**src/rtl/seek_sequencer.sv**
```systemverilog
`default_nettype none
// ============================================================================
// Module   : seek_sequencer
// Brief    : Track-level seek / recalibrate sequencer. Splits each head move
//            into step-controller commands of at most 128 pulses, tracks the
//            current cylinder, waits for head settle and reports DONE/ERROR.
// Revision : 1.0  initial release
// ============================================================================
module seek_sequencer #(
  parameter int SETTLE_CYCLES = 1000,
  parameter int RECAL_CHUNKS  = 2
) (
  input  logic       clk_i,
  input  logic       rst_i,
  input  logic       seek_req_i,
  input  logic       recal_req_i,
  input  logic [7:0] target_track_i,
  input  logic       is_stepping_i,
  input  logic       track0_hit_i,
  output logic [7:0] ctlbyte_o,
  output logic       write_o,
  output logic       busy_o,
  output logic       done_o,
  output logic       error_o,
  output logic [7:0] cur_track_o,
  output logic       track_valid_o
);

  localparam logic [15:0] SETTLE_LAST = 16'(SETTLE_CYCLES - 1);
  localparam logic [7:0]  CHUNK_MAX   = 8'(RECAL_CHUNKS);

  typedef enum logic [2:0] {
    S_IDLE   = 3'd0,
    S_PLAN   = 3'd1,
    S_ISSUE  = 3'd2,
    S_ARM    = 3'd3,
    S_WAIT   = 3'd4,
    S_CHECK  = 3'd5,
    S_SETTLE = 3'd6,
    S_FINISH = 3'd7
  } state_t;

  state_t      state_q;
  logic [7:0]  ctlbyte_q;
  logic        write_q;
  logic        busy_q;
  logic        done_q;
  logic        error_q;
  logic [7:0]  cur_track_q;
  logic        track_valid_q;
  logic [7:0]  target_q;
  logic        recal_q;      // current phase is a recalibrate
  logic        pending_q;    // a seek follows the running recalibrate
  logic [7:0]  chunks_q;     // outward recalibrate commands issued so far
  logic [7:0]  k_q;          // pulses in the command in flight
  logic        dir_q;        // direction of the command in flight (1 = outward)
  logic [15:0] settle_q;

  logic        dir_d;
  logic [7:0]  dist_d;
  logic [7:0]  chunk_d;
  logic [6:0]  ctl_n_d;
  logic [7:0]  stepped_d;

  // Seek planning arithmetic: remaining distance, chunk size and head update
  always_comb begin
    dir_d     = (target_q < cur_track_q);
    dist_d    = dir_d ? (cur_track_q - target_q) : (target_q - cur_track_q);
    chunk_d   = (dist_d > 8'd128) ? 8'd128 : dist_d;
    ctl_n_d   = (dist_d > 8'd128) ? 7'h7F : 7'(dist_d - 8'd1);
    stepped_d = dir_q ? (cur_track_q - k_q) : (cur_track_q + k_q);
  end

  // Sequencer state machine with registered outputs
  always_ff @(posedge clk_i or posedge rst_i) begin
    if (rst_i) begin
      state_q       <= S_IDLE;
      ctlbyte_q     <= 8'd0;
      write_q       <= 1'b0;
      busy_q        <= 1'b0;
      done_q        <= 1'b0;
      error_q       <= 1'b0;
      cur_track_q   <= 8'd0;
      track_valid_q <= 1'b0;
      target_q      <= 8'd0;
      recal_q       <= 1'b0;
      pending_q     <= 1'b0;
      chunks_q      <= 8'd0;
      k_q           <= 8'd0;
      dir_q         <= 1'b0;
      settle_q      <= 16'd0;
    end else begin
      write_q <= 1'b0;
      done_q  <= 1'b0;
      case (state_q)
        S_IDLE: begin
          if (recal_req_i) begin
            busy_q    <= 1'b1;
            error_q   <= 1'b0;
            recal_q   <= 1'b1;
            pending_q <= 1'b0;
            chunks_q  <= 8'd0;
            state_q   <= S_PLAN;
          end else if (seek_req_i) begin
            busy_q    <= 1'b1;
            error_q   <= 1'b0;
            target_q  <= target_track_i;
            // An unknown position forces a recalibrate ahead of the seek
            recal_q   <= ~track_valid_q;
            pending_q <= ~track_valid_q;
            chunks_q  <= 8'd0;
            state_q   <= S_PLAN;
          end
        end
        S_PLAN: begin
          if (recal_q) begin
            ctlbyte_q <= 8'hFF;
            k_q       <= 8'd128;
            dir_q     <= 1'b1;
            chunks_q  <= chunks_q + 8'd1;
            write_q   <= 1'b1;
            state_q   <= S_ISSUE;
          end else if (dist_d == 8'd0) begin
            state_q <= S_FINISH;
          end else begin
            ctlbyte_q <= {dir_d, ctl_n_d};
            k_q       <= chunk_d;
            dir_q     <= dir_d;
            write_q   <= 1'b1;
            state_q   <= S_ISSUE;
          end
        end
        S_ISSUE:  state_q <= S_ARM;
        S_ARM:    state_q <= S_WAIT;
        S_WAIT: begin
          if (!is_stepping_i) state_q <= S_CHECK;
        end
        S_CHECK: begin
          settle_q <= 16'd0;
          if (recal_q) begin
            if (track0_hit_i) begin
              cur_track_q   <= 8'd0;
              track_valid_q <= 1'b1;
              recal_q       <= 1'b0;
              pending_q     <= 1'b0;
              state_q       <= pending_q ? S_PLAN : S_SETTLE;
            end else if (chunks_q < CHUNK_MAX) begin
              state_q <= S_PLAN;
            end else begin
              error_q       <= 1'b1;
              track_valid_q <= 1'b0;
              pending_q     <= 1'b0;
              state_q       <= S_FINISH;
            end
          end else if (dir_q && track0_hit_i) begin
            // Track 0 reached before the planned end: resynchronise and fail
            cur_track_q <= 8'd0;
            error_q     <= 1'b1;
            state_q     <= S_FINISH;
          end else begin
            cur_track_q <= stepped_d;
            state_q     <= (stepped_d == target_q) ? S_SETTLE : S_PLAN;
          end
        end
        S_SETTLE: begin
          if (settle_q == SETTLE_LAST) state_q <= S_FINISH;
          else                         settle_q <= settle_q + 16'd1;
        end
        S_FINISH: begin
          done_q  <= 1'b1;
          busy_q  <= 1'b0;
          recal_q <= 1'b0;
          state_q <= S_IDLE;
        end
        default: state_q <= S_IDLE;
      endcase
    end
  end

  assign ctlbyte_o     = ctlbyte_q;
  assign write_o       = write_q;
  assign busy_o        = busy_q;
  assign done_o        = done_q;
  assign error_o       = error_q;
  assign cur_track_o   = cur_track_q;
  assign track_valid_o = track_valid_q;

endmodule
`default_nettype wire

```
**config.mk**
```make
export PLATFORM = sky130hd
export DESIGN_NAME = seek_sequencer
export DESIGN_NICKNAME = d
export VERILOG_FILES = /design/src/rtl/seek_sequencer.sv
export SDC_FILE = /design/constraint.sdc
export NUM_CORES = 1
export LEC_CHECK = 0
export BUFFER_PORTS_ARGS = -buffer_cell sky130_fd_sc_hd__buf_2
export CAP_MARGIN = 20
export CORE_MARGIN = 3
export CORE_UTILIZATION = 60
export CTS_BUF_LIST = sky130_fd_sc_hd__clkbuf_4
export CTS_CLUSTER_DIAMETER = 80
export DETAILED_ROUTE_END_ITERATION = 6
export PLACE_DENSITY_LB_ADDON = 0.08
export REMOVE_ABC_BUFFERS = 1
export SLEW_MARGIN = 20
export SYNTH_ARGS = -nofsm -noshare
export SYNTH_HDL_FRONTEND = slang
export SYNTH_SLANG_ARGS = --single-unit
```
**constraint.sdc**
```tcl
create_clock -name clk_i -period 4.5 [get_ports clk_i]
set_clock_uncertainty 0.2 [all_clocks]
set_input_delay 0.45 -clock clk_i [delete_from_list [all_inputs] [get_ports clk_i]]
set_output_delay 0.45 -clock clk_i [all_outputs]
set_load 0.02 [all_outputs]
```
**Word level (Yosys, flattened, before mapping)**

Index checks and enable logic that the tools add are counted.

- Flip-flop bits (word level): 67
- Input bits: 14
- Output and inout bits: 21
- Word-level logic and storage cells: 125

- Add/subtract/negate cells: 7
- Magnitude comparators: 3
- Eq/ne operators: 22
- Multiplexer cells: 57
- Bitwise gates (word level): 2
- Reductions and logical operators: 19

Operators with widths:

| kind | count |
|---|---|
| $mux 8 | 13 |
| $mux 3 | 12 |
| $pmux 16 s2 | 1 |
| $pmux 3 s8 | 1 |
| $sub 8x8->8 | 3 |
| $mux 1 | 23 |
| $add 16x1->16 const B | 1 |
| $eq 16x10->1 const B | 1 |
| $mux 16 | 1 |
| $ne 2x2->1 const B | 8 |
| $pmux 8 s2 | 1 |
| $ne 3x3->1 const B | 5 |
| $eq 3x3->1 const B | 4 |
| $reduce_and 3->1 | 4 |
| $reduce_and 2->1 | 5 |
| $add 8x1->8 const B | 1 |
| $add 8x8->8 | 1 |
| $eq 8x8->1 | 1 |
| $gt 8x8->1 const B | 1 |
| $logic_not 8->1 | 1 |
| $lt 8x2->1 const B | 1 |
| $lt 8x8->1 | 1 |
| $reduce_bool 2->1 | 4 |
| $mux 7 | 1 |
| 11 further kinds | 15 |

**Depth between registers and ports, before layout**

Gate-level depths: netlist (run 1).

- Word-level depth: 7
- Mapped depth: 14
- Depth with buffers taken out: 13

**Worst setup path after synthesis (run 1)**

No wires, ideal clock.

- Path kind: reg-to-reg
- From: register cur_track_q[1] (netlist: cur_track_o[1])
- To: register k_q[1]
- Library setup time: 0.140 ns
- Arrival: 3.245 ns
- Required time: 4.160 ns
- Slack: 0.915 ns
- Cell stages (with the launch flop): 12
- Path buffers: 1
- Clock period less this slack: 3.585 ns
- Path through: dfrtp_1 inv_1 fa_1 a211oi_1 o21bai_4 nand2_1 mux2i_1 ha_1 and4bb_2 mux2i_2 buf_6 o22ai_1

- Longest elaborated chain between the ends: 6
- Elaborated cells between the ends (all ways): 11
- Classes of those cells: 2 x add/sub; 2 x order compare; 1 x eq/ne; 4 x mux; 2 x reduce/logical

RTL lines:

| what | RTL line | source |
|---|---|---|
| from (decl) | 49 | `logic [7:0] cur_track_q;` |
| from (signal assigned) | 161 | `cur_track_q <= stepped_d;` |
| $sub 8x8->8 / $lt 8x8->1 (equally long branches) | 68, 67 |  |
| $mux 8 * | 68 | `dist_d = dir_d ? (cur_track_q - target_q) : (target_q - cur_track_q);` |
| $gt 8x8->1 | 69 | `chunk_d = (dist_d > 8'd128) ? 8'd128 : dist_d;` |
| $mux 8 | 69 |  |
| $mux 8 | 123 | `end else if (dist_d == 8'd0) begin` |
| $mux 8 | 116 | `if (recal_q) begin` |
| to (signal assigned) | 127 | `k_q <= chunk_d;` |
| to (decl) | 55 | `logic [7:0] k_q;` |

Mark *: on every way between the ends. The rest lies on a longest branch, timed or not. The select of a mux whose other input is x is not followed.
A chain may end at the register's enable or synchronous reset.

**Final worst setup path (run 1)**

- From: register cur_track_q[1] (netlist: cur_track_o[1])
- To: register ctlbyte_q[6] (netlist: ctlbyte_o[6])

- Longest elaborated chain between the ends: 6
- Elaborated cells between the ends (all ways): 12
- Classes of those cells: 3 x add/sub; 2 x order compare; 1 x eq/ne; 4 x mux; 2 x reduce/logical

RTL lines:

| what | RTL line | source |
|---|---|---|
| $sub 8x8->8 / $lt 8x8->1 (equally long branches) | 68, 67 |  |
| $mux 8 * | 68 |  |
| $sub 7x1->7 / $gt 8x8->1 (equally long branches) | 70 | `ctl_n_d = (dist_d > 8'd128) ? 7'h7F : 7'(dist_d - 8'd1);` |
| $mux 7 | 70 |  |
| $mux 8 | 123 |  |
| $mux 8 | 116 |  |
| to (signal assigned) | 126 | `ctlbyte_q <= {dir_d, ctl_n_d};` |
| to (decl) | 44 | `logic [7:0] ctlbyte_q;` |

Marked as above.

==> reports/qor.txt, run 1 <==
Status: finished clean
Seq/Total Area, Yosys: 0.371
Die X-Extent: 92.1 microns
First-pass GRT wire length: 17,600 microns
Core ar.: 0.00698 sq mm
Ant. Diodes: 0
Max Root-Sink Buffers: 2
Ports: 35
GPL Wtd Cong: 0.915
Leak: 2.21 nW
Final count of negative-setup-slack endpoints: 0
Vias in the first global route: 3,631
Power Density: 214 mW/mm^2
Rel. slew slack: 0.412
Worst-path fanout max: 13
Initial Utilization: 0.637
Fmax: 0.250 GHz
DR vias/cell: 6.02
Synth Warn #: 0
Initial antenna violation count: 0
Worst-path clk slew: 120 ps
Die area: 0.00848 sq mm
Final Hold Violating Endpoints: 0
Fin crit period: 4000 ps
Final period util: 0.889
Root Driver: clkbuf_4
CTS tree: built
Total GRT Usage: 0.260
CTS H-Tree Depth: 3
Detail Placement HPWL: 7840 microns
Worst IR Drop VDD: 171 uV
Area Growth Syn to Fin: 8.38%
Input/output buffers: 34
Largest net degree at the start of global routing: 41
Number of cell rows: 30
Min-delay worst type: primary input to register
Commonest cells after routing, fill and taps aside: 66 x dfrtp_1, 35 x nand2_1, 35 x nor2_1, 35 x inv_1, 34 x buf_2
# Post-CTS Setup Buffers: 0
Initial DRC count: 235
Setup Slack @ Placement: 560 ps
Setup TNS: 0 ps
RSZ-0062 raised after global routing: no
Post-route DRC: 0
Crit-path cells: inv_1, fa_1, a211oi_1, o21bai_4, nand2_1, mux2i_1, ha_1, and4bb_2, mux2i_2, buf_4, o32a_1
Kind of critical path: register to register
Num CTS Buffers: 9
Drt wl/cell: 17.2 microns
Netlist Area Pre-Place: 0.00445 sq mm
Clk_lat worst skew: 430 ps
Area of the multi-input gates: 0.00256 sq mm
Post-synth top flop: dfrtp_1
Post-synth EDFFs: 0
Clock sink count: 66
CP Capture Type: register
Slowest stage cell on the critical path: a211oi_1
Post-synthesis register bit count: 66
Worst-margin pin slew: 876 ps
Vias: 3,729
Commonest non-fill, non-tap cell in the layout: dfrtp_1
Synth unique cells: 63
Nets: 562
Final worst slack: 500 ps
Max_cap viols: 0
Final ANT Viol Nets: 0
First-pass iteration count of the detailed router: 5
Worst endpoint required time: 4620 ps
Filler cells: 581
Die H: 92.1 microns
Seq. cell area: 0.00165 sq mm
Layout cell share with drive strength beyond 1: 0.159
Share of async-settable or async-resettable flops after synthesis: 1.00
DP Cell Count: 602
Startpoint Class: register
Synthesized area per cell: 9.14 sq um
WL final: 10,600 microns
Arrival time worst endpoint: 4120 ps
Post-Syn Instances: 487
Max Slew Vio Count: 0
Post-Layout Cell Count: 619
CP peak stage delay: 560 ps
Gr ovfl total: 0
-- state kept, by name, indices dropped and copies added (netlist names) --
| signal | flops |
|---|---|
| ctlbyte_o | 8 |
| target_q | 8 |
| error_o | 1 |
| k_q | 8 |
| write_o | 1 |
| track_valid_o | 1 |
| done_o | 1 |
| pending_q | 1 |
| chunks_q | 8 |
| cur_track_o | 8 |
| recal_q | 1 |
| settle_q | 16 |
| state_q | 3 |
| busy_o | 1 |
-- what timing repair did --
item	CTS	global route
hold buffers	1	0
setup endpoints to repair	0	0
endpoints found under the hold margin	26	0
gates resized for setup	0	0
-- layer usage --
layer	vias to the layer above	GRT usage	share of wire
li1	1803	-	-
met1	1784	0.372	0.48
met2	124	0.405	0.47
met3	18	0.0336	0.038
met4	0	0.0941	0.018
met5	-	0	0
-- cells in the mapped netlist (all sizes together), types with 3 or more instances --
master	count	area share
dfrtp	66	0.37
inv	36	0.030
nand2	35	0.030
nor2	35	0.030
o21ai	32	0.036
a21oi	28	0.034
ha	27	0.076
nand3	25	0.028
xnor2	23	0.045
xor2	22	0.043
clkbuf	13	0.011
nand4	10	0.014
and3	9	0.013
mux2	9	0.023
nor3	9	0.010
a211oi	8	0.015
nand2b	7	0.0098
o22ai	7	0.0098
buf	6	0.012
o22a	6	0.013
a21o	5	0.0084
a22oi	5	0.0084
nand3b	5	0.0084
o211ai	5	0.011
a22o	4	0.0079
mux2i	4	0.0098
or3	4	0.0056
fa	3	0.013
nor4	3	0.0042
o21a	3	0.0051
or2	3	0.0042
or4	3	0.0059
-- through the flow --
step           total power, mW  hold slack (ps)  utilization  cell area (sq um)
2_1_floorplan            0.614              278            -               4350
3_3_place_gp             0.625              279        0.669               4670
3_5_place_dp             0.626              292        0.669               4670
4_1_cts                   1.04             42.2        0.691               4820
5_1_grt                   1.06             40.2        0.691               4820
6_report                  1.03             55.4        0.691               4820
-- cells by family (layout without fill, tap and decap cells) --
| family | Yosys count | in the layout | synth area share |
|---|---|---|---|
| AND/OR/NAND/NOR | 157 | 157 | 0.180 |
| adder cells (fa/ha/maj) | 30 | 30 | 0.0894 |
| buffers and inverters | 55 | 91 | 0.0531 |
| AO/OA/AOI/OAI | 121 | 121 | 0.185 |
| multiplexers | 13 | 13 | 0.0326 |
| flip-flops | 66 | 66 | 0.371 |
| XOR/XNOR | 45 | 45 | 0.0886 |
-- final cells by class --
type / count / area share
Clock buffer: 9 / 0.0140
Clock inverter: 7 / 0.0158
Timing Repair Buffer: 39 / 0.0436
Tap cell: 96 / 0.0249
Multi-Input combinational cell: 366 / 0.531
Sequential cell: 66 / 0.343
Inverter: 36 / 0.0280
-- power breakdown --
group	total, mW	switching (mW)	internal, mW
Clock	0.417	0.242	0.175
Combinational	0.0210	0.0150	0.00603
Sequential	0.593	0	0.593
Total	1.03	0.257	0.774
-- critical path: cells and delay by family, from the launching register on --
family | cells | cell delay (ps)
AOI/OAI and AO/OA | 3 | 1080
adders and majority gates | 2 | 720
buffers and inverters | 2 | 320
DFF | 1 | 540
muxes | 2 | 540
and+or+nand+nor | 2 | 510
-- worst paths after layout --
kind,slack (ps),endpoint,startpoint,cells after the start
min reg2reg,330,ctlbyte_o[2],ctlbyte_o[2],1
min in group asynchronous,410,ctlbyte_o[6],rst_i,3
min,60,target_q[6],target_track_i[6],2
max in group asynchronous,2780,cur_track_o[5],rst_i,4
max reg2reg,500,ctlbyte_o[6],cur_track_o[1],11
max,500,ctlbyte_o[6],cur_track_o[1],11
Note: power is estimated with default switching activity, not from simulation.
==> run 2: changes to the inputs <==
--- a/config.mk
+++ b/config.mk
@@ -8,7 +8,7 @@
 export BUFFER_PORTS_ARGS = -buffer_cell sky130_fd_sc_hd__buf_2
 export CAP_MARGIN = 20
 export CORE_MARGIN = 3
-export CORE_UTILIZATION = 60
+export CORE_UTILIZATION = 55
 export CTS_BUF_LIST = sky130_fd_sc_hd__clkbuf_4
 export CTS_CLUSTER_DIAMETER = 80
 export DETAILED_ROUTE_END_ITERATION = 6
==> run 2 against run 1 <==
Compared with the run above: core utilization down 7.1 points; global-route usage is 2.0 points lower; maximum frequency is 1.7% lower; setup slack got worse by 70 ps; largest cell class unchanged; sequential power barely moved; largest power group unchanged; worst hold slack got worse by 54 ps; combinational power down 2%; flip-flop and latch count did not move; count of clock-buffer cells in the layout up 1; first-iteration DRC count increased by 7.7%; power up 5.1%.
==> reports/qor.txt, run 2 (same netlist as run 1, synthesis figures left out) <==
Status: finished clean
Clock sink count: 66
Initial Utilization: 0.570
Switching part of the total: 0.233
Logic pwr share: 0.019
Layout cell share with drive strength beyond 1: 0.161
RSZ-0062 raised after global routing: no
Drt wl/cell: 16.5 microns
DR vias/cell: 5.90
Leak: 2.20 nW
Number of cell rows: 32
Root Driver: clkbuf_4
Final core occ: 0.620
Family with the most delay on the worst path: multiplexers
Post-Layout Cell Count: 624
Final Cell Area: 0.00484 sq mm
Ports: 35
Die H: 95.9 microns
Setup Slack @ Placement: 473 ps
WL final: 10,300 microns
Clk_lat worst skew: 420 ps
Seq pwr share: 0.547
Final count of negative-setup-slack endpoints: 0
Largest net degree at the start of global routing: 42
Post-route DRC: 0
Num CTS Buffers: 9
Final Hold Violating Endpoints: 0
Worst IR Drop VDD: 155 uV
Vias: 3,684
Met3 wire len: 331 microns
Area Growth Syn to Fin: 8.77%
Max Root-Sink Buffers: 2
Max layer used: met4
Fin crit period: 4070 ps
Int Pwr: 0.831 mW
GPL Wtd Cong: 0.862
Nets: 561
NetSw: 0.253 mW
Worst-path clk slew: 130 ps
CTS Hold Bufs: 0
CTS H-Tree Depth: 3
CP Capture Type: register
Power Density: 224 mW/mm^2
Post-cts sizing count: 0
Vias in the first global route: 3,424
Final period util: 0.905
Total power: 1.08 mW
Crit-path cells: inv_1, fa_1, a211oi_1, o21bai_4, nand2_1, mux2i_1, ha_1, and4bb_2, mux2i_2, buf_4, o32a_1
Worst endpoint required time: 4660 ps
Arrival time worst endpoint: 4230 ps
Die X-Extent: 95.9 microns
Commonest non-fill, non-tap cell in the layout: dfrtp_1
CP peak stage delay: 530 ps
Initial antenna violation count: 0
WHS: 0.945 ps
Slowest stage cell on the critical path: dfrtp_1
DP Cell Count: 608
CTS tree: built
Max Slew Vio Count: 0
Placed instance area: 0.00468 sq mm
# Post-CTS Setup Buffers: 0
Min-delay worst type: primary input to async pin
Worst-path fanout max: 8
Top reg by flops: settle_q
Startpoint Class: register
First-pass iteration count of the detailed router: 5
Rel. slew slack: 0.417
Kind of critical path: register to register
Initial DRC count: 253
Buf/Inv on CP: 2
Met2 WL post-DR: 4770 microns
Detail Placement HPWL: 7540 microns
Max_cap viols: 0
Fmax: 0.246 GHz
Met1 Routed Length: 5090 microns
Max FFs per register: 16
First-pass GRT wire length: 17,000 microns
Input/output buffers: 34
Core ar.: 0.00781 sq mm
Total GRT Usage: 0.240
Clock power share: 0.434
Ant. Diodes: 0
Die area: 0.00920 sq mm
Final ANT Viol Nets: 0
Gr ovfl total: 0
Filler cells: 705
Setup TNS: 0 ps
Worst-margin pin slew: 874 ps
Final worst slack: 430 ps
Commonest cells after routing, fill and taps aside: 66 x dfrtp_1, 35 x nand2_1, 35 x nor2_1, 35 x inv_1, 34 x buf_2
run 2: cell types whose count changed in the layout (fill, tap and decap cells not counted), sizes merged:
cell and delta:
inv -2, bufinv +1, clkinvlp +2, clkbuf +1, dlygate4sd3 -1, clkinv -2
run 2: cell type report:
type,instances,area [sq um],share of cell area
multi-input combinational,366,2560,0.529
sequential,66,1650,0.341
timing repair buffer,38,200,0.0414
inverter,36,135,0.0279
tap,102,128,0.0264
clock inverter,6,88.8,0.0184
clock buffer,10,75.1,0.0155
run 2: routing by layer:
| layer | global-route usage | up-vias |
|---|---|---|
| li1 | - | 1796 |
| met2 | 0.373 | 77 |
| met1 | 0.351 | 1802 |
| met3 | 0.0321 | 9 |
| met4 | 0.0640 | 0 |
| met5 | 0 | - |
run 2: final timing paths:
path	startpoint	to	slack [ps]	cells after the start
max in group asynchronous	rst_i	target_q[4]	3210	3
hold / removal	rst_i	chunks_q[6]	0.9	2
setup / recovery	cur_track_o[1]	ctlbyte_o[6]	430	11
hold reg to reg	ctlbyte_o[6]	ctlbyte_o[6]	320	1
min in group clk_i	target_track_i[3]	target_q[3]	50	2
setup reg to reg	cur_track_o[1]	ctlbyte_o[6]	430	11
run 2: power by group through the flow:
stage                     Combinational (mW)  Clock [mW]  Sequential, mW
after detailed placement              0.0221           0           0.604
after CTS                             0.0219       0.481           0.593
after global placement                0.0214           0           0.604
after global routing                  0.0241       0.508           0.593
after floorplan                      0.00984           0           0.604
final                                 0.0205       0.470           0.593
==> run 3: changes to the inputs <==
--- a/config.mk
+++ b/config.mk
@@ -13,7 +13,6 @@
 export CTS_CLUSTER_DIAMETER = 80
 export DETAILED_ROUTE_END_ITERATION = 6
 export PLACE_DENSITY_LB_ADDON = 0.08
-export REMOVE_ABC_BUFFERS = 1
 export SLEW_MARGIN = 20
 export SYNTH_ARGS = -nofsm -noshare
 export SYNTH_HDL_FRONTEND = slang
==> run 3 against run 2 <==
Compared with the run above: die area unchanged; combinational power up 4%; sequential power barely moved; highest routed layer unchanged; critical path depth decreased by 1; setup slack gained 72 ps.
==> reports/qor.txt, run 3 (same netlist as run 1, synthesis figures left out) <==
Status: finished clean
Final Hold Violating Endpoints: 0
Slowest stage cell on the critical path: a21oi_2
Kind of critical path: register to register
Max_cap viols: 0
Drt wl/cell: 15.9 microns
Post-route DRC: 0
Commonest non-fill, non-tap cell in the layout: dfrtp_1
Number of cell rows: 32
Detail Placement HPWL: 7470 microns
Area of the multi-input gates: 0.00256 sq mm
CP Capture Type: register
Root Driver: clkbuf_4
Leak: 2.21 nW
Switching part of the total: 0.238
Logic pwr share: 0.020
Total GRT Usage: 0.234
Startpoint Class: register
CP Launch Point: cur_track_o[1]
CTS H-Tree Depth: 3
Num CTS Buffers: 9
CTS tree: built
Clock power share: 0.435
Arrival time worst endpoint: 4100 ps
Max Slew Vio Count: 0
Fin crit period: 4000 ps
Clock sink count: 66
Final ANT Viol Nets: 0
Setup TNS: 0 ps
Commonest cells after routing, fill and taps aside: 66 x dfrtp_1, 35 x nand2_1, 35 x nor2_1, 35 x inv_1, 34 x buf_2
Nets: 561
Clk_lat worst skew: 430 ps
Area Growth Syn to Fin: 8.91%
GPL Wtd Cong: 0.917
Int Pwr: 0.829 mW
Max Root-Sink Buffers: 2
Synthesized net count: 531
Min-delay worst type: primary input to register
RSZ-0062 raised after global routing: no
Die X-Extent: 95.9 microns
Initial antenna violation count: 0
Crit-path cells: inv_1, fa_1, a211oi_1, o21bai_4, a21oi_2, a22oi_1, o31ai_1, a21oi_2, a21oi_2, mux2_2
Final core occ: 0.621
Core ar.: 0.00781 sq mm
DR vias/cell: 5.84
WHS: 57.7 ps
Power Density: 225 mW/mm^2
First-pass GRT wire length: 16,700 microns
Seq. cell area: 0.00165 sq mm
Final Cell Area: 0.00485 sq mm
Placed instance area: 0.00467 sq mm
NetSw: 0.259 mW
Min-delay src: target_track_i[2]
Input/output buffers: 34
Reg2Reg Launch Point: cur_track_o[1]
Worst endpoint required time: 4600 ps
Worst-path clk slew: 120 ps
Top reg by flops: settle_q
Layout cell share with drive strength beyond 1: 0.159
Die H: 95.9 microns
Top cell by count, worst path: a21oi_2
Die area: 0.00920 sq mm
Vias: 3,647
Post-cts sizing count: 0
First-pass iteration count of the detailed router: 5
Max FFs per register: 16
Vias in the first global route: 3,488
Fmax: 0.250 GHz
Ant. Diodes: 0
Worst IR Drop VDD: 132 uV
Rel. slew slack: 0.487
Seq pwr share: 0.545
Initial DRC count: 298
Ports: 35
Largest net degree at the start of global routing: 41
Worst-margin pin slew: 764 ps
Gr ovfl total: 0
Final count of negative-setup-slack endpoints: 0
Final period util: 0.888
Worst-path fanout max: 16
Initial Utilization: 0.570
CP peak stage delay: 580 ps
WL final: 9920 microns
Filler cells: 714
==> run 3: changes by cell type in the layout (fill, tap and decap cells not counted), sizes merged <==
cell         previous run  this run
clkbuf                 10         9
inv                    37        38
buf                    38        37
dlygate4sd3             0         1
clkinv                  1         3
clkinvlp                2         0
==> run 3: what timing repair did <==
| action | 4_1_cts | 5_1_grt |
|---|---|---|
| hold endpoints to repair | 26 | 0 |
| setup endpoints to repair | 0 | 0 |
| setup buffers | 0 | 0 |
| hold buffers | 1 | 0 |
==> run 3: power groups by stage <==
| stage | logic [mW] | registers, mW | clock network, mW |
|---|---|---|---|
| 2_1_floorplan | 0.00984 | 0.604 | 0 |
| 3_3_place_gp | 0.0211 | 0.604 | 0 |
| 3_5_place_dp | 0.0218 | 0.604 | 0 |
| 4_1_cts | 0.0223 | 0.593 | 0.488 |
| 5_1_grt | 0.0254 | 0.593 | 0.514 |
| 6_report | 0.0213 | 0.593 | 0.474 |
==> run 3: final cells by class <==
| class | count | area share |
|---|---|---|
| repair buffers | 38 | 0.0418 |
| clock inverters | 7 | 0.0207 |
| well taps | 102 | 0.0263 |
| clock buffers | 9 | 0.0139 |
| inverters | 36 | 0.0279 |
| flip-flops and latches | 66 | 0.341 |
| multi-input cells | 366 | 0.529 |
==> run 3: worst paths after layout <==
check                               end  slack [ps]  depth (start not counted)
max reg2reg                ctlbyte_o[7]         500                         10
min in group asynchronous  ctlbyte_o[0]         430                          3
min reg2reg                ctlbyte_o[6]         320                          1
min                         target_q[2]          60                          2
max in group asynchronous   target_q[6]        2720                          4
max                        ctlbyte_o[7]         500                         10
==> run 3: critical path: cells and delay by family (launching register included) <==
kind            cells  cell delay [ps]
compound gates      7             2130
flops               1              520
fa+ha+maj           1              480
mux                 1              420
buf+inv             1              140
==> run 3: per-layer routing <==
metal  vias up  part of all wire  track usage
li1       1797                 -            -
met1      1772              0.49        0.336
met2        66              0.45        0.353
met3        12             0.040       0.0500
met4         0             0.011       0.0675
met5         -                 0            0
==> run 3: stage by stage <==
step                      worst slack (ps)  std cells  total power, mW
after floorplan                        915        487            0.614
after global placement                 628        607            0.625
after detailed placement               518        607            0.626
after CTS                              496        624             1.10
after global routing                   176        624             1.13
final                                  502        624             1.09
